==> src/rtl/vga_timing_gen.sv <==
// VGA 640x480@60 timing: counters plus sync/blank decode, all registered from next-state counters.
// Optional frame counter output enabled by defining VGA_FRAME_COUNT_EN.
module vga_timing_gen #(
   parameter int unsigned H_VISIBLE = 640,
   parameter int unsigned H_FRONT   = 16,
   parameter int unsigned H_SYNC    = 96,
   parameter int unsigned H_BACK    = 48,
   parameter int unsigned V_VISIBLE = 480,
   parameter int unsigned V_FRONT   = 10,
   parameter int unsigned V_SYNC    = 2,
   parameter int unsigned V_BACK    = 33,
   parameter logic        SYNC_POL  = 1'b0
) (
   input  logic       clk,
   input  logic       rst,
   output logic       hsync,
   output logic       vsync,
   output logic       valid,
   output logic [9:0] h_cnt,
   output logic [9:0] v_cnt,
   output logic       line_start,
   output logic       frame_start
`ifdef VGA_FRAME_COUNT_EN
   ,
   output logic [7:0] frame_cnt
`endif
);

   localparam logic [9:0] H_VIS  = 10'(H_VISIBLE);
   localparam logic [9:0] H_LAST = 10'(H_VISIBLE + H_FRONT + H_SYNC + H_BACK - 1);
   localparam logic [9:0] HS_BEG = 10'(H_VISIBLE + H_FRONT);
   localparam logic [9:0] HS_END = 10'(H_VISIBLE + H_FRONT + H_SYNC);
   localparam logic [9:0] V_VIS  = 10'(V_VISIBLE);
   localparam logic [9:0] V_LAST = 10'(V_VISIBLE + V_FRONT + V_SYNC + V_BACK - 1);
   localparam logic [9:0] VS_BEG = 10'(V_VISIBLE + V_FRONT);
   localparam logic [9:0] VS_END = 10'(V_VISIBLE + V_FRONT + V_SYNC);

   typedef enum logic {IDLE, RUN} state_t;

   state_t     state_q, state_d;
   logic [9:0] h_cnt_q, h_cnt_d;
   logic [9:0] v_cnt_q, v_cnt_d;
   logic       hsync_q, hsync_d;
   logic       vsync_q, vsync_d;
   logic       valid_q, valid_d;
   logic       line_start_q, line_start_d;
   logic       frame_start_q, frame_start_d;

   // Decode uses the next-state counters so outputs land on the same edge as the counters.
   always_comb begin
      state_d = RUN;
      h_cnt_d = h_cnt_q;
      v_cnt_d = v_cnt_q;
      if (state_q == IDLE) begin
         h_cnt_d = '0;
         v_cnt_d = '0;
      end else if (h_cnt_q == H_LAST) begin
         h_cnt_d = '0;
         v_cnt_d = (v_cnt_q == V_LAST) ? '0 : v_cnt_q + 10'd1;
      end else begin
         h_cnt_d = h_cnt_q + 10'd1;
      end
      valid_d       = (h_cnt_d < H_VIS) && (v_cnt_d < V_VIS);
      hsync_d       = ((h_cnt_d >= HS_BEG) && (h_cnt_d < HS_END)) ? SYNC_POL : ~SYNC_POL;
      vsync_d       = ((v_cnt_d >= VS_BEG) && (v_cnt_d < VS_END)) ? SYNC_POL : ~SYNC_POL;
      line_start_d  = (h_cnt_d == 10'd0);
      frame_start_d = (h_cnt_d == 10'd0) && (v_cnt_d == 10'd0);
   end

   always_ff @(posedge clk or posedge rst) begin
      if (rst) begin
         state_q       <= IDLE;
         h_cnt_q       <= '0;
         v_cnt_q       <= '0;
         hsync_q       <= ~SYNC_POL;
         vsync_q       <= ~SYNC_POL;
         valid_q       <= 1'b0;
         line_start_q  <= 1'b0;
         frame_start_q <= 1'b0;
      end else begin
         state_q       <= state_d;
         h_cnt_q       <= h_cnt_d;
         v_cnt_q       <= v_cnt_d;
         hsync_q       <= hsync_d;
         vsync_q       <= vsync_d;
         valid_q       <= valid_d;
         line_start_q  <= line_start_d;
         frame_start_q <= frame_start_d;
      end
   end

   assign hsync       = hsync_q;
   assign vsync       = vsync_q;
   assign valid       = valid_q;
   assign h_cnt       = h_cnt_q;
   assign v_cnt       = v_cnt_q;
   assign line_start  = line_start_q;
   assign frame_start = frame_start_q;

`ifdef VGA_FRAME_COUNT_EN
   logic [7:0] frame_cnt_q, frame_cnt_d;

   // Counts only real wraps out of the last pixel; the IDLE->RUN edge is not a wrap.
   always_comb begin
      frame_cnt_d = frame_cnt_q;
      if ((state_q == RUN) && (h_cnt_q == H_LAST) && (v_cnt_q == V_LAST))
         frame_cnt_d = frame_cnt_q + 8'd1;
   end

   always_ff @(posedge clk or posedge rst) begin
      if (rst) frame_cnt_q <= '0;
      else     frame_cnt_q <= frame_cnt_d;
   end

   assign frame_cnt = frame_cnt_q;
`endif

endmodule
==> config.mk <==
export PLATFORM = sky130hd
export DESIGN_NAME = vga_timing_gen
export DESIGN_NICKNAME = d
export VERILOG_FILES = /design/src/rtl/vga_timing_gen.sv
export SDC_FILE = /design/constraint.sdc
export NUM_CORES = 1
export LEC_CHECK = 0
export ABC_CLOCK_PERIOD_IN_PS = 3010
export CAP_MARGIN = 40
export CORE_UTILIZATION = 31
export CTS_CLUSTER_SIZE = 20
export DETAILED_ROUTE_END_ITERATION = 8
export PLACE_DENSITY_LB_ADDON = 0.3
export SLEW_MARGIN = 20
export SYNTH_ARGS = -nofsm -noshare
export SYNTH_HDL_FRONTEND = slang
export SYNTH_SLANG_ARGS = --single-unit
==> constraint.sdc <==
create_clock -name clk -period 3.01 [get_ports clk]
set_clock_uncertainty 0.1 [all_clocks]
set_input_delay 0.602 -clock clk [delete_from_list [all_inputs] [get_ports clk]]
set_output_delay 0.602 -clock clk [all_outputs]
set_load 0.02 [all_outputs]
=== Word level (Yosys, flattened, before mapping) ===
Index checks and enable logic that the tools add are counted.

* Bits in registers: 26
* Bits in latches: 0
* Memory bits (writable): 0
* Bits in read-only memories: 0
* Input port bits: 2
* Logic and storage cells: 31
* Memories: 0

* Add/sub/neg operators: 2
* Multiply operators: 0
* Div/mod/pow operators: 0
* Order comparisons: 6
* Equality and inequality tests: 2
* Shift operators: 0
* Muxes and demuxes: 7
* Bitwise logic cells: 0
* Reduce and logical (&&, ||, !) cells: 6

{| class="wikitable"
|+ Operator list
! kind !! count
|-
| $mux 10 || 5
|-
| $add 10x1->10 const B || 2
|-
| $eq 10x10->1 const B || 2
|-
| $logic_not 10->1 || 2
|-
| $lt 10x10->1 const B || 2
|-
| $lt 10x9->1 const B || 2
|-
| $ge 10x10->1 const B || 1
|-
| $ge 10x9->1 const B || 1
|-
| $logic_and 1x1->1 || 4
|-
| $mux 1 || 2
|}

=== Longest topological paths before layout ===
* Depth after elaboration: 7
* Depth in mapped cells: 10
* Mapped depth without buffers: 8

=== Worst setup path before layout ===
Ideal clock, no wire load.

* Kind: register to register
* From: register h_cnt_q[0] (netlist: h_cnt[0])
* To: register frame_start_q (netlist: frame_start)
* Arrival: 2.226 ns
* Setup slack: 0.588 ns
* Cell stages (with the launch flop): 11
* Path buffers: 3
* Cell sequence: dfrtp_1 > ha_1 > buf_4 > and4_1 > buf_6 > nand3_4 > o41ai_4 > buf_6 > o21bai_1 > a211oi_2 > nor4_2

* Cells in the longest elaborated chain, start to end: 5

{| class="wikitable"
|+ RTL lines
! what !! line !! text
|-
| start: declaration || 41 || <nowiki>logic [9:0] h_cnt_q, h_cnt_d;</nowiki>
|-
| start signal: assignment || 82 || <nowiki>h_cnt_q <= h_cnt_d;</nowiki>
|-
| $add 10x1->10 / $eq 10x10->1 (equally long branches) || 61, 57 ||
|-
| $mux 10 || 57 || <nowiki>end else if (h_cnt_q == H_LAST) begin</nowiki>
|-
| $mux 10 || 54 || <nowiki>if (state_q == IDLE) begin</nowiki>
|-
| $logic_not 10->1 || 67 || <nowiki>frame_start_d = (h_cnt_d == 10'd0) && (v_cnt_d == 10'd0);</nowiki>
|-
| $logic_and 1x1->1 (*) || 67 ||
|-
| net frame_start_d || 47 || <nowiki>logic frame_start_q, frame_start_d;</nowiki>
|-
| end signal: assignment || 88 || <nowiki>frame_start_q <= frame_start_d;</nowiki>
|-
| end: declaration || 47 ||
|}

The timed path passes the listed nets; every way through them passes the cells marked *.

=== Final worst setup path ===
Ends and elaborated chain as after synthesis.

==> impl_metrics.ini <==
[global_routing]
grt_max_degree = 27
grt-ovfl-total = 0
grt_pass1_vias = 1239
antenna_found_initial = 0
grt_pass1_wl_um = 6040
grt.total_usage_pct = 14.4

[worst_setup_path]
cp_slowest_stage_delay_ns = 0.55
ff2ff_setup_slack_ns = 0.38
crit_path_end_kind = flop
crit_top_cell = nor4_2
worstPathArrival_ns = 2.71
slowest_stage = nor4_2
worstSetupPathType = reg2reg
cp_max_fo = 9
cp-start-kind = flop
crit_required_ns = 3.09
crit_chain = ha_1, nand4_1, nor4_2, nand3_1, a221oi_1, a31oi_1, nor4_2

[timing]
grt_setup_unrepaired = false
drv_slew = 0
setup_viol = 0
max_slew.worst_pin.slew_ns = 0.581
tns_ns = 0
final_hold_viol_count = 0
max_freq_mhz = 381
slew_headroom_pct = 61.3
fin_crit_sh_pct = 87.3
period_needed_ns = 2.63

[min_path]
hp-class = reg2reg

[detailed_routing]
ant_nets = 0
dr.first_iter.drc_count = 83
routed_via_density = 5.15
remaining_drc_errors = 0
firstDrtPassIters = 4
num_vias = 1334
drt-total-wl_um = 3600
wl_per_cell_um = 13.9

[floorplanning]
chipWidth_um = 74.5
start_util_pct = 32.1
ios = 27
dieArea_sq_mm = 0.00555
die_h_um = 74.5
num_rows = 26
core_sq_mm = 0.00507

[pwr]
vdd_drop_max_mv = 0.209
total_power_mw = 0.609
power_leakage_nw = 0.758
p_per_area_mw_per_mm2 = 309

[clocking]
cts.sinks = 26
cts_resized = 0
cts_tree = done
cts-root-buf = clkbuf_8
cts_buffers = 3
cts.reportedPaths.clkPinSlew_ns = 0.08
htree_levels = 1
clock_latency_ns = 0.27
ctsHoldBuffers = 0
post_cts_buffers = 0
ctsLongestPathBuffers = 2

[logic_synthesis]
syn_avg_cell_area_sq_um = 9.70
synthXorXnorAreaFrac_pct = 9.68
synth_compound_area_share_pct = 10.8
yosysUniqueCellTypes = 53
yosysSeqAreaShare_pct = 40.1
syn_inst = 168
synth_edf_count = 0
ys.flop_type = dfrtp_1
synth.cell_area_sq_mm = 0.00163
synthAdderAreaFrac_pct = 2.30
synth_top_family_by_area = simple AND/OR/NAND/NOR gates
ys_ff_latch = 26
synth-async-reset-ratio_pct = 100
yosysWarnings = 0
syn_nets = 173
yosys.area_share.simple_pct = 31.9
muxShareOfSynthArea_pct = 0

[placed_design]
place_congestion = 0.823
place_area_sq_mm = 0.00193
hpwlAfterDp_um = 2680
portBuffers = 26

[cells_and_area]
seqCellArea_sq_um = 653
drive_gt1_share_pct = 8.99
multi_input_area_sq_um = 895
fillers = 532
area_growth_pct = 21.0
final_common_cell = clkdlybuf4s50_1
stdcell_area_sq_mm = 0.00197
layout_common_cells = clkdlybuf4s50_1, dfrtp_1, nor2_1
antenna_cells = 0
layout.nets = 196

[run_status]
status = complete, no violations

[run]
cap_violations = 0
==> cells by family after synthesis <==
group,count (synthesis)
other,1
AND/OR/NAND/NOR,83
XOR/XNOR,18
buffers and inverters,15
flip-flops,26
AO/OA/AOI/OAI,22
adder cells (fa/ha/maj),3
==> where the power goes <==
group	total, mW	internal (mW)	switching (mW)
Combinational	0.0532	0.0242	0.0290
Clock	0.192	0.0897	0.102
Sequential	0.364	0.355	0.00864
Total	0.609	0.469	0.140
==> worst max-delay path, delay by kind of cell, from the launching register on <==
family | cells | cell delay, ns
AO/OA/AOI/OAI | 2 | 0.45
adder cells (fa/ha/maj) | 1 | 0.38
flip-flops | 1 | 0.45
AND/OR/NAND/NOR | 4 | 1.17
==> per-layer routing <==
| metal | global-route usage (%) | wire [um] | up-vias |
|---|---|---|---|
| li1 | - | - | 642 |
| met1 | 19.5 | 1710 | 654 |
| met4 | 4.40 | 53 | 0 |
| met5 | 0 | 0 | - |
| met2 | 23.2 | 1700 | 32 |
| met3 | 2.98 | 138 | 6 |
==> stage by stage <==
stage,setup slack [ns],hold WS (ns),utilization (%),instances
final,0.383,0.454,38.8,259
after global routing,0.125,0.533,38.8,259
after CTS,0.365,0.464,38.8,259
after detailed placement,0.410,0.444,38.0,256
after global placement,0.475,0.430,38.0,256
after floorplan,0.588,0.520,-,168
==> registers in the layout (all words and copies together), names as in the netlist <==
signal,flops
vsync,1
state_q,1
line_start,1
h_cnt,10
valid,1
frame_start,1
hsync,1
v_cnt,10
==> area by class of cell <==
| class | count | share of cell area, % |
|---|---|---|
| multi-input cells | 127 | 45.4 |
| flip-flops and latches | 26 | 33.1 |
| repair buffers | 28 | 14.0 |
| well taps | 70 | 4.44 |
| clock buffers | 3 | 2.10 |
| inverters | 5 | 0.952 |
==> cells in the mapped netlist (2+ instances only) <==
cell type | n | area [sq um]
o21ai_0 | 4 | 20.0
a21oi_1 | 3 | 15.0
nor2_1 | 17 | 63.8
nand4b_1 | 3 | 26.3
and4_1 | 3 | 26.3
nor2b_1 | 2 | 12.5
dfstp_2 | 2 | 52.6
nand4bb_1 | 3 | 33.8
nand3_1 | 12 | 60.1
nor3_1 | 3 | 15.0
nor4_2 | 2 | 25.0
nand3b_1 | 2 | 15.0
buf_6 | 2 | 22.5
a21boi_0 | 2 | 15.0
xnor2_1 | 10 | 87.6
clkbuf_1 | 4 | 15.0
dfrtp_1 | 24 | 601
nand4_1 | 3 | 18.8
inv_1 | 5 | 18.8
nand2_1 | 11 | 41.3
or3_1 | 3 | 18.8
xor2_1 | 8 | 70.1
nor4_1 | 3 | 18.8
o21bai_1 | 2 | 15.0
and2_1 | 3 | 18.8
or2_1 | 2 | 12.5
buf_4 | 2 | 15.0
ha_1 | 3 | 37.5
==> path summary, 6_finish.rpt <==
| check | endpoint | from | cells after the start |
|---|---|---|---|
| max | frame_start | h_cnt[0] | 7 |
| min | h_cnt[0] | h_cnt[0] | 1 |
| max reg2reg | frame_start | h_cnt[0] | 7 |
| min reg2reg | h_cnt[0] | h_cnt[0] | 1 |
| max in group asynchronous | vsync | rst | 3 |
| min in group asynchronous | h_cnt[9] | rst | 3 |
Note: power is estimated with default switching activity, not from simulation.
